`src/rtl/alu_sched_pkg.sv`:
```
// Shared constants and opcode encoding for the round-robin ALU scheduler.
package alu_sched_pkg;
  localparam int W_DEF = 4;

  typedef enum logic [1:0] {
    OP_ADD = 2'b00,
    OP_SUB = 2'b01,
    OP_AND = 2'b10,
    OP_XOR = 2'b11
  } op_e;
endpackage

```
`src/rtl/alu_core.sv`:
```
// Combinational ALU: {carry/borrow, result} for ADD/SUB, {0, bitwise} for AND/XOR.
module alu_core
  import alu_sched_pkg::*;
#(
  parameter int W = W_DEF
) (
  input  logic [W-1:0] a_i,
  input  logic [W-1:0] b_i,
  input  logic [1:0]   sel_i,
  output logic [W:0]   res_o
);

  // Zero-extended add/sub leaves carry (or borrow as the wrapped sign bit) in the MSB.
  always_comb begin
    res_o = '0;
    case (op_e'(sel_i))
      OP_ADD:  res_o = {1'b0, a_i} + {1'b0, b_i};
      OP_SUB:  res_o = {1'b0, a_i} - {1'b0, b_i};
      OP_AND:  res_o = {1'b0, a_i & b_i};
      default: res_o = {1'b0, a_i ^ b_i};
    endcase
  end

endmodule

```
`src/rtl/alu_rr_sched.sv`:
```
// Two requesters share one ALU; round-robin grant, one pipeline stage, one-deep result slot each.
module alu_rr_sched
  import alu_sched_pkg::*;
#(
  parameter int W = W_DEF
) (
  input  logic         wb_clk_i,
  input  logic         wb_rst_i,
  input  logic         req0_valid,
  input  logic         req1_valid,
  output logic         req0_ready,
  output logic         req1_ready,
  input  logic [W-1:0] req0_a,
  input  logic [W-1:0] req0_b,
  input  logic [W-1:0] req1_a,
  input  logic [W-1:0] req1_b,
  input  logic [1:0]   req0_sel,
  input  logic [1:0]   req1_sel,
  output logic         rsp0_valid,
  output logic         rsp1_valid,
  input  logic         rsp0_ready,
  input  logic         rsp1_ready,
  output logic [W:0]   rsp0_data,
  output logic [W:0]   rsp1_data,
  output logic         busy
);

  logic         s1_vld_q, s1_own_q, last_q;
  logic [W-1:0] s1_a_q, s1_b_q;
  logic [1:0]   s1_sel_q;
  logic         rsp0_vld_q, rsp1_vld_q, rsp0_vld_d, rsp1_vld_d;
  logic [W:0]   rsp0_data_q, rsp1_data_q, rsp0_data_d, rsp1_data_d;
  logic         elig0, elig1, gnt0, gnt1, hs;
  logic [W:0]   alu_res;

  // A requester may issue only if it has nothing in stage 1 and its slot will be free at c+1.
  assign elig0 = req0_valid & ~(s1_vld_q & ~s1_own_q) & (~rsp0_vld_q | rsp0_ready);
  assign elig1 = req1_valid & ~(s1_vld_q &  s1_own_q) & (~rsp1_vld_q | rsp1_ready);
  // last_q holds the last granted requester; on contention the other one wins.
  assign gnt0  = ~wb_rst_i & elig0 & (~elig1 | last_q);
  assign gnt1  = ~wb_rst_i & elig1 & (~elig0 | ~last_q);
  assign hs    = gnt0 | gnt1;

  assign req0_ready = gnt0;
  assign req1_ready = gnt1;
  assign rsp0_valid = rsp0_vld_q;
  assign rsp1_valid = rsp1_vld_q;
  assign rsp0_data  = rsp0_data_q;
  assign rsp1_data  = rsp1_data_q;
  assign busy       = s1_vld_q | rsp0_vld_q | rsp1_vld_q;

  alu_core #(.W(W)) u_alu (
    .a_i   (s1_a_q),
    .b_i   (s1_b_q),
    .sel_i (s1_sel_q),
    .res_o (alu_res)
  );

  // Stage 1 captures the winner's operands at the handshake; pointer moves only on a handshake.
  always_ff @(posedge wb_clk_i) begin
    if (wb_rst_i) begin
      s1_vld_q <= 1'b0;
      s1_own_q <= 1'b0;
      s1_a_q   <= '0;
      s1_b_q   <= '0;
      s1_sel_q <= '0;
      last_q   <= 1'b1;
    end else begin
      s1_vld_q <= hs;
      if (hs) begin
        s1_own_q <= gnt1;
        s1_a_q   <= gnt1 ? req1_a   : req0_a;
        s1_b_q   <= gnt1 ? req1_b   : req0_b;
        s1_sel_q <= gnt1 ? req1_sel : req0_sel;
        last_q   <= gnt1;
      end
    end
  end

  // Result slots: a load from stage 1 takes priority over a consumer pop.
  always_comb begin
    rsp0_vld_d  = rsp0_vld_q & ~rsp0_ready;
    rsp1_vld_d  = rsp1_vld_q & ~rsp1_ready;
    rsp0_data_d = rsp0_data_q;
    rsp1_data_d = rsp1_data_q;
    if (s1_vld_q && !s1_own_q) begin
      rsp0_vld_d  = 1'b1;
      rsp0_data_d = alu_res;
    end
    if (s1_vld_q && s1_own_q) begin
      rsp1_vld_d  = 1'b1;
      rsp1_data_d = alu_res;
    end
  end

  // Slot registers; reset drops any held or in-flight result.
  always_ff @(posedge wb_clk_i) begin
    if (wb_rst_i) begin
      rsp0_vld_q  <= 1'b0;
      rsp1_vld_q  <= 1'b0;
      rsp0_data_q <= '0;
      rsp1_data_q <= '0;
    end else begin
      rsp0_vld_q  <= rsp0_vld_d;
      rsp1_vld_q  <= rsp1_vld_d;
      rsp0_data_q <= rsp0_data_d;
      rsp1_data_q <= rsp1_data_d;
    end
  end

endmodule

```
`config.mk`:
```
export PLATFORM = sky130hd
export DESIGN_NAME = alu_rr_sched
export DESIGN_NICKNAME = d
export VERILOG_FILES = /design/src/rtl/alu_sched_pkg.sv /design/src/rtl/alu_core.sv /design/src/rtl/alu_rr_sched.sv
export SDC_FILE = /design/constraint.sdc
export NUM_CORES = 1
export LEC_CHECK = 0
export CAP_MARGIN = 40
export CELL_PAD_IN_SITES_DETAIL_PLACEMENT = 1
export CELL_PAD_IN_SITES_GLOBAL_PLACEMENT = 1
export CORE_ASPECT_RATIO = 1.5
export CORE_MARGIN = 2
export CORE_UTILIZATION = 48
export CTS_BUF_LIST = sky130_fd_sc_hd__clkbuf_4 sky130_fd_sc_hd__clkbuf_8
export DETAILED_ROUTE_END_ITERATION = 8
export DONT_BUFFER_PORTS = 1
export GPL_TIMING_DRIVEN = 0
export PLACE_DENSITY_LB_ADDON = 0.1
export RECOVER_POWER = 25
export SETUP_SLACK_MARGIN = 0.15
export SYNTH_ARGS = -nofsm -noshare
export SYNTH_HDL_FRONTEND = slang
export SYNTH_SLANG_ARGS = --single-unit
```
`constraint.sdc`:
```
create_clock -name wb_clk_i -period 2.81 [get_ports wb_clk_i]
set_clock_uncertainty 0.2 [all_clocks]
set_input_delay 0.1405 -clock wb_clk_i [delete_from_list [all_inputs] [get_ports wb_clk_i]]
set_output_delay 0.1405 -clock wb_clk_i [all_outputs]
set_load 0.02 [all_outputs]
```
==> flow_metrics.env <==
export IMPL_fin_nets=236
export IMPL_top_layer_used="met4"
export IMPL_yosysWarnings=0
export IMPL_fp_dieW_um=49.2
export IMPL_syn_area_per_cell_um2=8.55
export IMPL_max_cap_violations=0
export IMPL_htreeDepth=1
export IMPL_finalWirelength_mm=4.78
export IMPL_drv_slew=0
export IMPL_required_ns=2.76
export IMPL_postCtsSetupRepairBufs=0
export IMPL_gr_total_overflow=0
export IMPL_grt_max_degree=15
export IMPL_placed_cell_area_um2=1520
export IMPL_synth_async_reset_ratio_pct=0
export IMPL_dr_wl_met2_mm=2.66
export IMPL_synth_edff_count=0
export IMPL_synth_mux_area_share_pct=3.74
export IMPL_power_density_nw_per_um2=578
export IMPL_synth_compound_area_share_pct=20.2
export IMPL_grt_pass1_wl_mm=7.65
export IMPL_antenna_found_initial=0
export IMPL_drive_gt1_share_pct=9.55
export IMPL_fin_util_pct=62.3
export IMPL_final_common_cell="dfxtp_1"
export IMPL_cts_sinks=25
export IMPL_path_class="flop to flop"
export IMPL_critPathSlowestCell="dfxtp_1"
export IMPL_cts_root_buf="clkbuf_8"
export IMPL_grtUsageTotal_pct=28.4
export IMPL_hold_path_class="input port to flop"
export IMPL_synthSimpleGateAreaFrac_pct=25.0
export IMPL_die_area_um2=3530
export IMPL_vias=1450
export IMPL_crit_top_cell="ha_1"
export IMPL_synthCells=172
export IMPL_timing_setup_tns_ns=0
export IMPL_crit_arrival_ns=2.52
export IMPL_fillCellCount=359
export IMPL_tightest_slew_ns=0.641
export IMPL_p_sw_share_pct=36.7
export IMPL_synth_area_um2=1470
export IMPL_cts_tree="done"
export IMPL_start_util_pct=50.5
export IMPL_grt_pass1_vias=1673
export IMPL_rsz0062_at_grt="no"
export IMPL_viasPerCell=6.09
export IMPL_dr_pass1_iters=4
export IMPL_num_antenna_cells=0
export IMPL_row_count=24
export IMPL_wl_met3_um=204
export IMPL_clkLatencyLatePin_ns=0.28
export IMPL_fin_crit_sh_pct=91.5
export IMPL_wl_met1_mm=1.73
export IMPL_p_comb_share_pct=36.6
export IMPL_drc=0
export IMPL_hold_viol_final=0
export IMPL_slew_headroom_pct=56.9
export IMPL_synth_seq_cells=25
export IMPL_portBuffers=0
export IMPL_drtIter0Drc=40
export IMPL_synth_cell_type_count=35
export IMPL_syn2layout_area_growth_pct=23.3
export IMPL_ios=41
export IMPL_clkTransAtPathRegs_ns=0.09
export IMPL_crit_path_start_kind="flop"
export IMPL_cp_cell_sequence="inv_1, ha_1, nor2_1, xnor2_1, ha_1, nor2b_1, a221o_1, a311oi_2, a211oi_1"
export IMPL_place_gp_congestion=0.710
export IMPL_synth_fa_ha_area_share_pct=9.01
export IMPL_synth_xor_area_share_pct=2.38
export IMPL_finalSetupViolations=0
export IMPL_synthFlopType="dfxtp_1"
export IMPL_wl_per_cell_um=20.1
export IMPL_core_um2=2910
export IMPL_final_cell_mix="25 x dfxtp_1, 23 x dlygate4sd3_1, 13 x nor2_1"
export IMPL_worst_setup_path_end_kind="flop"
export IMPL_syn_nets=208
export IMPL_clock_power_share_pct=21.2
export IMPL_fin_crit_ns=2.57
export IMPL_dp_hpwl_mm=2.93
export IMPL_cp_slowest_stage_delay_ns=0.45
export IMPL_vdd_drop_max_mv=0.252
export IMPL_final_cell_area_um2=1810
export IMPL_die_y_um=71.8
export IMPL_status="completed"
export IMPL_path_max_fanout=5
export IMPL_ys_seq_area_share_pct=34.0
export IMPL_power_frac_seq_pct=42.2
export IMPL_clk_path_buf_depth=2
export IMPL_p_int_uw=664
export IMPL_p_sw_uw=384
export IMPL_ant_nets=0
export IMPL_synth_top_family_by_area="simple AND/OR/NAND/NOR gates"
export IMPL_p_leak_uw=0.000696
export IMPL_fmax_mhz=389
export IMPL_numCtsBuffers=3
-- area by class of cell --
cell class | count | area, µm² | area share, %
clock inverters | 1 | 5.00 | 0.276
multi-input cells | 130 | 898 | 49.5
inverters | 4 | 15.0 | 0.828
repair buffers | 23 | 230 | 12.7
plain buffers | 13 | 75.1 | 4.14
well taps | 39 | 48.8 | 2.69
clock buffers | 3 | 41.3 | 2.28
flip-flops and latches | 25 | 500 | 27.6
-- layer usage --
| metal | up-vias | track usage (%) |
|---|---|---|
| met2 | 61 | 55.9 |
| met4 | 0 | 15.2 |
| met1 | 687 | 28.0 |
| met3 | 19 | 3.33 |
| met5 | - | 0 |
| li1 | 683 | - |
-- power groups by stage --
stage	Sequential [µW]	Clock [µW]	Combinational, µW
after CTS	441	216	366
after global placement	446	0	307
after global routing	448	231	420
after detailed placement	449	0	326
final	443	222	384
after floorplan	440	0	260
-- cell families after synthesis --
logic type	count (synthesis)
AOI/OAI and AO/OA	43
xor gates and xnor gates	4
adders and majority gates	10
buffers and inverters	17
DFF	25
muxes	5
and+or+nand+nor	68
-- cells in the mapped netlist, types with 5 or more instances --
library cell	instances	area (µm²)
dfxtp_1	25	500
nor2_1	13	48.8
nand3_1	12	60.1
nor3_1	12	60.1
nand2_1	11	41.3
o21ai_0	11	55.1
a21oi_1	10	50.1
a311oi_1	10	87.6
ha_1	9	113
clkbuf_1	8	30.0
nor2b_1	5	31.3
-- registers in the layout (all words and copies together), names as in the netlist --
register / count
s1_b_q: 4
s1_a_q: 4
rsp1_valid: 1
rsp1_data: 5
s1_sel_q: 2
rsp0_valid: 1
rsp0_data: 5
s1_vld_q: 1
last_q: 1
s1_own_q: 1
-- critical path: cells and delay by family, from the launching register on --
family,cells,cell delay (ns)
AOI/OAI and AO/OA,3,0.72
xor gates and xnor gates,1,0.11
adders and majority gates,2,0.59
buffers and inverters,1,0.08
DFF,1,0.45
and+or+nand+nor,2,0.28
-- repair_timing --
action	4_1_cts	5_1_grt
cloned	0	0
hold buffers	23	0
pin swaps	0	0
hold endpoints to repair	14	0
resized for setup	2	10
endpoints found under the setup margin	4	12
-- path summary, 6_finish.rpt --
check	slack, ns	to	startpoint	cells past startpoint
setup / recovery	0.24	rsp1_data[3]	s1_b_q[0]	9
hold / removal	0.02	s1_own_q	req1_valid	3
setup reg to reg	0.24	rsp1_data[3]	s1_b_q[0]	9
hold reg to reg	0.31	last_q	last_q	1
-- per-stage QoR --
stage / hold WS, ns / setup WS [ns] / cells / total power, µW
after floorplan: 0.120 / 0.388 / 172 / 700
after global placement: 0.127 / 0.112 / 211 / 753
after detailed placement: 0.129 / 0.00634 / 211 / 775
after CTS: 0.0225 / 0.223 / 238 / 1020
after global routing: 0.0404 / 0.131 / 238 / 1100
final: 0.0172 / 0.239 / 238 / 1050
(Power assumes the default switching activity.)
